--- src/rtl/read_intr_pkg.sv ---
// read_intr_pkg: shared state encoding and widths for the read-interrupt receiver.
package read_intr_pkg;
  typedef enum logic [1:0] {
    IDLE     = 2'b00,
    QUALIFY  = 2'b01,
    WAIT_LOW = 2'b10
  } state_t;
  localparam int CNT_W        = 5;
  localparam int GLITCH_CNT_W = 8;
endpackage

--- src/rtl/read_intr_sync.sv ---
// read_intr_sync: 2-flop synchronizer with asynchronous active-low reset.
module read_intr_sync (
  input  logic clk,
  input  logic rst_n,
  input  logic d_i,
  output logic q_o
);
  logic [1:0] ff_q;
  always_ff @(posedge clk or negedge rst_n) begin
    if (!rst_n) ff_q <= 2'b00;
    else ff_q <= {ff_q[0], d_i};
  end
  assign q_o = ff_q[1];
endmodule

--- src/rtl/read_intr_receiver.sv ---
// read_intr_receiver: qualifies stretched read-interrupt pulses into single-cycle events.
// Define READ_INTR_SYNC_EN to pass read_intr_in through a 2-flop synchronizer first.
module read_intr_receiver
  import read_intr_pkg::*;
#(
  parameter int MIN_WIDTH = 8,
  parameter int EVT_CNT_W = 16
) (
  input  logic                    clk,
  input  logic                    rst_n,
  input  logic                    read_intr_in,
  input  logic                    read_ack,
  input  logic                    overflow_clr,
  output logic                    read_event,
  output logic                    read_pending,
  output logic                    read_overflow,
  output logic [EVT_CNT_W-1:0]    read_event_cnt,
  output logic [GLITCH_CNT_W-1:0] glitch_cnt
);
  localparam logic [CNT_W-1:0] LAST = CNT_W'(MIN_WIDTH - 1);
  logic s_in;
`ifdef READ_INTR_SYNC_EN
  read_intr_sync u_sync (.clk(clk), .rst_n(rst_n), .d_i(read_intr_in), .q_o(s_in));
`else
  assign s_in = read_intr_in;
`endif
  state_t state_q, state_d;
  logic [CNT_W-1:0] cnt_q, cnt_d;
  logic evt_q, evt_d, glitch_d, pend_q, pend_d, ovf_q, ovf_d;
  logic [EVT_CNT_W-1:0] evt_cnt_q, evt_cnt_d;
  logic [GLITCH_CNT_W-1:0] glitch_cnt_q, glitch_cnt_d;
  always_comb begin
    state_d  = state_q;
    cnt_d    = cnt_q;
    evt_d    = 1'b0;
    glitch_d = 1'b0;
    case (state_q)
      IDLE: if (s_in) begin
        state_d = QUALIFY;
        cnt_d   = CNT_W'(1);
      end
      QUALIFY: if (!s_in) begin
        glitch_d = 1'b1;
        cnt_d    = '0;
        state_d  = IDLE;
      end else if (cnt_q == LAST) begin
        evt_d   = 1'b1;
        cnt_d   = '0;
        state_d = WAIT_LOW;
      end else cnt_d = cnt_q + CNT_W'(1);
      WAIT_LOW: if (!s_in) state_d = IDLE;
      default: begin
        state_d = IDLE;
        cnt_d   = '0;
      end
    endcase
    // an ack coinciding with a new event retires the old one, so no overflow
    pend_d       = evt_d ? 1'b1 : (read_ack ? 1'b0 : pend_q);
    ovf_d        = (evt_d && pend_q && !read_ack) ? 1'b1 : (overflow_clr ? 1'b0 : ovf_q);
    evt_cnt_d    = evt_cnt_q + EVT_CNT_W'(evt_d);
    glitch_cnt_d = glitch_cnt_q + GLITCH_CNT_W'(glitch_d && glitch_cnt_q != '1);
  end
  always_ff @(posedge clk or negedge rst_n) begin
    if (!rst_n) begin
      state_q      <= IDLE;
      cnt_q        <= '0;
      evt_q        <= 1'b0;
      pend_q       <= 1'b0;
      ovf_q        <= 1'b0;
      evt_cnt_q    <= '0;
      glitch_cnt_q <= '0;
    end else begin
      state_q      <= state_d;
      cnt_q        <= cnt_d;
      evt_q        <= evt_d;
      pend_q       <= pend_d;
      ovf_q        <= ovf_d;
      evt_cnt_q    <= evt_cnt_d;
      glitch_cnt_q <= glitch_cnt_d;
    end
  end
  assign read_event     = evt_q;
  assign read_pending   = pend_q;
  assign read_overflow  = ovf_q;
  assign read_event_cnt = evt_cnt_q;
  assign glitch_cnt     = glitch_cnt_q;
endmodule
--- config.mk ---
export PLATFORM = sky130hd
export DESIGN_NAME = read_intr_receiver
export DESIGN_NICKNAME = d
export VERILOG_FILES = /design/src/rtl/read_intr_pkg.sv /design/src/rtl/read_intr_sync.sv /design/src/rtl/read_intr_receiver.sv
export SDC_FILE = /design/constraint.sdc
export NUM_CORES = 1
export LEC_CHECK = 0
export ABC_AREA = 1
export BUFFER_PORTS_ARGS = -buffer_cell sky130_fd_sc_hd__buf_2
export CORE_ASPECT_RATIO = 2
export CORE_MARGIN = 2
export CORE_UTILIZATION = 58
export DETAILED_ROUTE_END_ITERATION = 7
export HOLD_SLACK_MARGIN = 0.08
export PLACE_DENSITY = 0.83
export SYNTH_ARGS = -nofsm -noshare
export SYNTH_HDL_FRONTEND = slang
export SYNTH_SLANG_ARGS = --single-unit
--- constraint.sdc ---
create_clock -name clk -period 3.6 [get_ports clk]
set_clock_uncertainty 0.15 [all_clocks]
set_input_delay 0.18 -clock clk [delete_from_list [all_inputs] [get_ports clk]]
set_output_delay 0.18 -clock clk [all_outputs]
set_load 0.005 [all_outputs]
* After elaboration in Yosys (flattened, before gate mapping)
Cells that the tools add are included. Widths: inputs -> output; s select.
Cells by class: $add $sub $neg 3, equal/unequal tests 7, multiplexer cells 18, bitwise gates (word level) 1, reductions and logical operators 9
Operators by type and width (count):
- $add 16x1->16 | 1
- $mux 5 | 3
- $pmux 5 s3 | 1
- $mux 1 | 9
- $add 8x1->8 | 1
- $mux 2 | 4
- $ne 8x8->1 const B | 1
- $pmux 2 s3 | 1
- $add 5x1->5 const B | 1
- $eq 5x3->1 const B | 1
- $ne 2x2->1 const B | 2
- $reduce_bool 2->1 | 2
- $logic_and 1x1->1 | 3
- $ne 3x3->1 const B | 1
- $reduce_and 3->1 | 1
- $eq 2x1->1 const B | 1
- $eq 2x2->1 const B | 1
- $logic_not 2->1 | 1
- $reduce_and 2->1 | 1
- $logic_not 1->1 | 1
- $not 1->1 | 1
Word-level totals: register bits after elaboration 34, input port bits 5, output and inout port bits 27, logic and storage cells 45

* Logic depth before layout (Yosys ltp)
Gate-level depths: netlist of run 1.
word-level depth 7, gate-level depth with buffers 13, mapped depth without buffers 13

* Worst setup path before layout of run 1
OpenSTA, ideal clock, no wires.
path kind register to register, start register cnt_q[0], end register evt_cnt_q[10], in the netlist read_event_cnt[10], setup time 0.121 ns, data arrival time 1.623 ns, data required time 3.329 ns, path slack 1.706 ns, stages on the path, launching flop included 13, path buffers 0, clock period less this slack 1.894 ns, cell sequence dfrtp_1 -> ha_1 -> nand2_1 -> inv_1 -> nand3_2 -> inv_1 -> nand2_1 -> nor2_1 -> ha_1 -> nand3_2 -> nor2_4 -> nand2_2 -> xor2_1
Between the ends: word-level cells in the longest chain between the ends 5
RTL lines:
- from (decl) | line read_intr_receiver.sv:28 | logic [CNT_W-1:0] cnt_q, cnt_d;
- from (signal assigned) | line read_intr_receiver.sv:74 | cnt_q <= cnt_d;
- $eq 5x3->1 | line read_intr_receiver.sv:46 | end else if (cnt_q == LAST) begin
- $mux 1 | line read_intr_receiver.sv:46
- $mux 1 | line read_intr_receiver.sv:42 | QUALIFY: if (!s_in) begin
- $mux 1 | line read_intr_receiver.sv:37 | case (state_q)
- $add 16x1->16 | line read_intr_receiver.sv:60 | evt_cnt_d = evt_cnt_q + EVT_CNT_W'(evt_d);
- named net evt_cnt_d[10] | line read_intr_receiver.sv:30 | logic [EVT_CNT_W-1:0] evt_cnt_q, evt_cnt_d;
- to (signal assigned) | line read_intr_receiver.sv:78 | evt_cnt_q <= evt_cnt_d;
- to (decl) | line read_intr_receiver.sv:30
The timed path passes the listed nets, and every way through them passes these cells. A chain may end at the register's enable or synchronous reset.

* Worst setup path in the final report of run 1
Ends and elaborated chain as after synthesis.

==> results of run 1 <==
==> synth_stat cells, drive strengths merged <==
| cell type | count |
|---|---|
| nor2 | 20 |
| nand4 | 6 |
| o21ai | 9 |
| o31ai | 1 |
| a31oi | 1 |
| nand2 | 44 |
| nand3 | 18 |
| xnor2 | 7 |
| inv | 23 |
| ha | 5 |
| dfrtp | 34 |
| xor2 | 8 |
==> final timing paths <==
path | from | endpoint | slack (ps) | cells after the start
min in group clk | state_q[0] | state_q[1] | 360 | 1
max reg2reg | cnt_q[0] | read_event_cnt[10] | 1400 | 12
min | rst_n | read_event_cnt[11] | 350 | 2
max | cnt_q[0] | read_event_cnt[10] | 1400 | 12
max in group asynchronous | rst_n | cnt_q[3] | 2470 | 2
min reg2reg | state_q[0] | state_q[1] | 360 | 1
==> cell families (layout without fill, tap and decap cells) <==
kind of cell             after synthesis  after routing
AND/OR/NAND/NOR                       88             88
flip-flops                            34             34
buffers and inverters                 23             67
XOR/XNOR                              15             15
AO/OA/AOI/OAI                         11             11
adder cells (fa/ha/maj)                5              5
==> sequential cells by signal (all words and copies together), names as in the netlist <==
signal and flops:
cnt_q 5, glitch_cnt 8, read_event 1, read_event_cnt 16, read_overflow 1, read_pending 1, state_q 2
==> where the power goes <==
group	leakage [nW]	switching (mW)	internal, mW
Combinational	0.523	0.0538	0.0512
Clock	0.0575	0.130	0.193
Sequential	0.451	0.0456	0.420
Total	1.03	0.229	0.664
==> area by class of cell <==
class / count / area share, %
flip-flops and latches: 34 / 43.2
clock buffers: 8 / 5.59
well taps: 29 / 1.84
repair buffers: 36 / 10.4
multi-input cells: 119 / 34.6
inverters: 23 / 4.38
==> cell usage in the layout, fill, tap and decap left out, types with 3 or more instances in the layout <==
| cell | instances |
|---|---|
| buf_2 | 31 |
| clkbuf_8 | 8 |
| dfrtp_1 | 34 |
| dlygate4sd3_1 | 5 |
| ha_1 | 5 |
| inv_1 | 20 |
| inv_2 | 3 |
| nand2_1 | 41 |
| nand2_2 | 3 |
| nand3_1 | 15 |
| nand3_2 | 3 |
| nand4_1 | 6 |
| nor2_1 | 13 |
| nor2_2 | 3 |
| nor2_4 | 4 |
| o21ai_0 | 5 |
| o21ai_1 | 4 |
| xnor2_1 | 7 |
| xor2_1 | 8 |
==> what timing repair did <==
action / CTS / global route
hold buffers: 5 / 0
hold endpoints to repair: 37 / 0
gates resized for setup: 0 / 0
==> metrics by stage <==
step / instance area (um2) / hold WS [ps] / worst slack, ps / cells
5_1_grt: 1970 / 387 / 1290 / 249
3_5_place_dp: 1810 / 139 / 1490 / 236
2_1_floorplan: 1620 / -266 / 1710 / 176
6_report: 1970 / 348 / 1400 / 249
4_1_cts: 1970 / 361 / 1410 / 249
3_3_place_gp: 1810 / 120 / 1620 / 236
==> metal layers <==
| metal | routed length (um) | global-route usage (%) |
|---|---|---|
| met5 | 0 | 0 |
| met4 | 118 | 12.3 |
| met3 | 163 | 6.15 |
| met2 | 2030 | 48.9 |
| met1 | 1210 | 23.0 |
==> flow_summary.yaml, run 1 <==
run_status:
  status: "completed"
floorplanning:
  die_area_um2: 3250
  initial_utilization_pct: 59.9
  io_pins: 32
  die_x_um: 41.3
  core_area_um2: 2700
  die_h_um: 78.7
  num_rows: 27
yosys:
  syn_avg_cell_area_um2: 9.19
  synth_seq_cells: 34
  synthXorXnorAreaFrac_pct: 8.12
  synth_top_family_by_area: "simple AND/OR/NAND/NOR gates"
  synthAdderAreaFrac_pct: 3.87
  synth_fp_nets: 186
  synth_top_area_share_pct: 52.6
  synthesis.area_um2: 1620
  synth_mux_area_share_pct: 0
  synth_compound_area_share_pct: 3.63
  yosysWarnings: 0
  ys_seq_area_share_pct: 52.6
  synth_area_leaders: "dfrtp_1 (53%), nand2_1 (9.5%), inv_1 (4.6%)"
  yosysUniqueCellTypes: 18
  synthSimpleGateAreaFrac_pct: 26.5
  netlist_instances: 176
  yosysTopAreaCell: "dfrtp_1"
cells_and_area:
  drive_gt1_share_pct: 25.0
  fillers: 193
  antenna_cells: 0
  fin_util_pct: 72.9
  syn_to_final_growth_pct: 21.7
  fin_nets: 229
  multi_input_area_um2: 681
  area.sequential_um2: 851
sta:
  min_period_ps: 2200
  tightest_slew_ps: 753
  drv_slew: 0
  fmax_mhz: 455
  hold_violations: 0
  worst_slew_margin_rel_pct: 49.8
  tns_ps: 0
  post-route-period-util_pct: 61.0
  rsz0062_at_grt: "no"
  finalSetupViolCount: 0
place:
  routabilityCongestion: 0.829
  hpwl_mm: 2.69
  io_buffers: 31
clock_network:
  cts_setup_buffers: 0
  cts_tree: "done"
  clock-root-buffer: "clkbuf_8"
  numCtsBuffers: 5
  clock_latency_ps: 280
  clk_pin_slew_ps: 70
  cts.sinks: 34
  htreeDepth: 2
  clock_path_buffers: 2
grt:
  grt_pass1_wl_mm: 5.76
  grt_use_total_pct: 26.3
  grt_max_degree: 35
  grt_pass1_vias: 1374
  grt_overflow_total: 0
  grt_antenna_before_repair: 0
drt:
  route.detailed.drc: 0
  vias: 1356
  wl_per_cell_um: 14.2
  dr.first_iter.drc_count: 61
  vias_per_cell: 5.45
  dr.pass1.iters: 4
  antenna_left: 0
  drt_wl_total_mm: 3.53
worst_hold_path:
  hold_path_class: "input pin to async pin"
pwr:
  p_total_uw: 893
  power.density_nw_per_um2: 454
  ir_worst_vdd_uv: 515
  leakagePower_nw: 1.03
critical_path:
  cp_top_family: "simple AND/OR/NAND/NOR gates"
  critPathSlowestCell: "dfrtp_1"
  worstSetupEndpointType: "flip-flop"
  critPathArrivalTime_ps: 2220
  path_buf_inv: 2
  path_max_fanout: 5
  crit_type: "flip-flop to flip-flop"
  cp-start-kind: "flip-flop"
  slowest_delay_ps: 410
  cp_cell_sequence: "ha_1 > nand2_1 > inv_1 > nand3_2 > inv_1 > nand2_1 > nor2_1 > ha_1 > nand3_2 > nor2_4 > nand2_2 > xor2_1"
  required_ps: 3620
flow_run:
  drv_cap: 0
Power figures use the tool's default switching activity.
==> inputs of run 2 (changes only) <==
Settings changed: CORE_UTILIZATION 58 to 48, PLACE_DENSITY 0.83 to 0.74.
Clock period 3.6 ns to 1.8 ns, I/O delays scaled along.
==> run 2 against run 1 <==
Against the previous run:
- power is 110% higher
- the flow now finishes with violations (setup timing)
- critical endpoint is now read_event_cnt[14]
- clock power is 79% higher
- sequential power is 96% higher
- utilization is 0.46 points lower
==> flow_summary.yaml, run 2 (synthesis gave the netlist of run 1 again) <==
run_status:
  status: "finished with violations"
  violations: "setup timing"
clock_network:
  numCtsBuffers: 5
  cts_tree: "done"
  htreeDepth: 2
  clock-root-buffer: "clkbuf_8"
  clk_pin_slew_ps: 70
  clock_path_buffers: 2
  clock_latency_ps: 290
  cts.sinks: 34
critical_path:
  rr_worst_depth: 13
  r2r-end: "read_event_cnt[14]"
  slowest_delay_ps: 350
  cp-start-kind: "flip-flop"
  required_ps: 1830
  cp-startpoint: "cnt_q[1]"
  crit-reg2reg-launch: "cnt_q[1]"
  critPathSlowestCell: "dfrtp_1"
  worstSetupEndpointType: "flip-flop"
  crit_type: "flip-flop to flip-flop"
  path_max_fanout: 4
  cp_cell_sequence: "ha_2 > nand2_2 > inv_2 > nand3_4 > inv_2 > nand2_2 > nor2_2 > ha_2 > nand3_4 > nor2_4 > nand3_2 > nand2_1 > nand2_1"
  cp-endpoint: "read_event_cnt[14]"
  rrSetupSlack_ps: -90
  critPathArrivalTime_ps: 1920
grt:
  global_route.peak_usage_layer: "met2"
  use_met1_pct: 22.9
  grt_antenna_before_repair: 0
  grt_use_total_pct: 23.4
  grt_pass1_wl_mm: 6.58
  grt_overflow_total: 0
  grt_util_met3_pct: 4.00
  grt_max_degree: 35
  gr-usage-met2_pct: 44.0
  grt_pass1_vias: 1513
pwr:
  ir_worst_vdd_uv: 938
  leakagePower_nw: 1.17
  power.density_nw_per_um2: 825
sta:
  drv_slew: 0
  worst_slew_margin_rel_pct: 49.2
  min_period_ps: 1890
  tns_ps: -364
  tightest_slew_ps: 762
  fmax_mhz: 530
  finalSetupViolCount: 10
  post-route-period-util_pct: 105
  rsz0062_at_grt: "yes"
  hold_violations: 0
  fin_ws_ps: -86.3
drt:
  vias: 1478
  vias_per_cell: 5.24
  wl_per_cell_um: 14.5
  route.detailed.drc: 0
  dr.pass1.iters: 4
  dr.first_iter.drc_count: 36
  antenna_left: 0
  drt_wl_total_mm: 4.09
cells_and_area:
  antenna_cells: 0
  most-common-layout-cells: "nand2_1 (37), dfrtp_1 (33), buf_2 (31)"
  syn_to_final_growth_pct: 42.9
  fin_nets: 260
  final_common_cell: "nand2_1"
  drive_gt1_share_pct: 42.2
  design_area_um2: 2310
  fin_util_pct: 72.4
  fillers: 244
  largest_reg_flops: 16
place:
  routabilityCongestion: 0.836
  io_buffers: 31
  hpwl_mm: 2.75
  dpl-instance-area_um2: 1970
floorplanning:
  core_area_um2: 3190
  io_pins: 32
  die_x_um: 45.1
  initial_utilization_pct: 50.7
  num_rows: 29
  die_area_um2: 3880
  die_h_um: 86.1
flow_run:
  drv_cap: 0
worst_hold_path:
  hold_path_class: "input pin to flip-flop"
run 2: cell types whose count changed in the layout (fill, tap and decap cells not counted), moves of 3 or more:
cell,previous run,this run
buf_4,0,28
ha_1,5,0
ha_2,0,4
nor2_4,4,7
buf_6,0,4
nand2_2,3,7
nand3_4,0,4
nand2_1,41,37
nand3_1,15,12
run 2: timing repair:
item	in CTS	in global routing
hold buffers	4	0
buffers inserted	9	4
endpoints found under the setup margin	10	19
pin swaps	5	8
gates resized for setup	10	20
endpoints found under the hold margin	37	0
run 2: how the worst min path moves through the flow:
stage / depth (start not counted) / from / endpoint / slack [ps]
after detailed placement: 1 / rst_n / read_event_cnt[15] / 50
final: 4 / read_intr_in / cnt_q[4] / 120
after global routing: 3 / read_intr_in / state_q[0] / 150
after global placement: 1 / rst_n / read_event_cnt[15] / 50
after floorplan: 0 / rst_n / cnt_q[0] / -360
after CTS: 4 / read_intr_in / cnt_q[4] / 90
run 2: layout make-up:
cell class	count	area [um2]	share of cell area (%)
Sequential cell	34	852	36.9
Multi-Input combinational cell	119	793	34.3
Timing Repair Buffer	67	450	19.5
Clock buffer	7	86.3	3.73
Inverter	23	86.3	3.73
Tap cell	31	38.8	1.68
Clock inverter	1	5.00	0.216
run 2: report_power, final:
| group | switching (mW) | internal, mW |
|---|---|---|
| Combinational | 0.206 | 0.213 |
| Sequential | 0.0721 | 0.843 |
| Clock | 0.266 | 0.308 |
| Total | 0.545 | 1.36 |
run 2: worst max-delay path: cells and delay by family (launching register included):
kind / cells / cell delay [ps]
buf+inv: 2 / 150
fa+ha+maj: 2 / 400
flops: 1 / 350
simple gates: 9 / 740
run 2: metal layers:
metal,up-vias,routed length [um]
met5,-,0
met4,0,118
met3,12,140
met2,46,2510
met1,711,1320
li1,709,-
run 2: through the flow:
stage	setup slack [ps]	hold slack, ps	cells	power (mW)
floorplan	-84.6	-356	176	1.03
finish	-86.3	116	282	1.91
detailed placement	-122	48.9	257	1.24
global placement	-44.6	45.3	257	1.23
CTS	-123	92.1	278	1.84
global route	-267	155	282	1.99
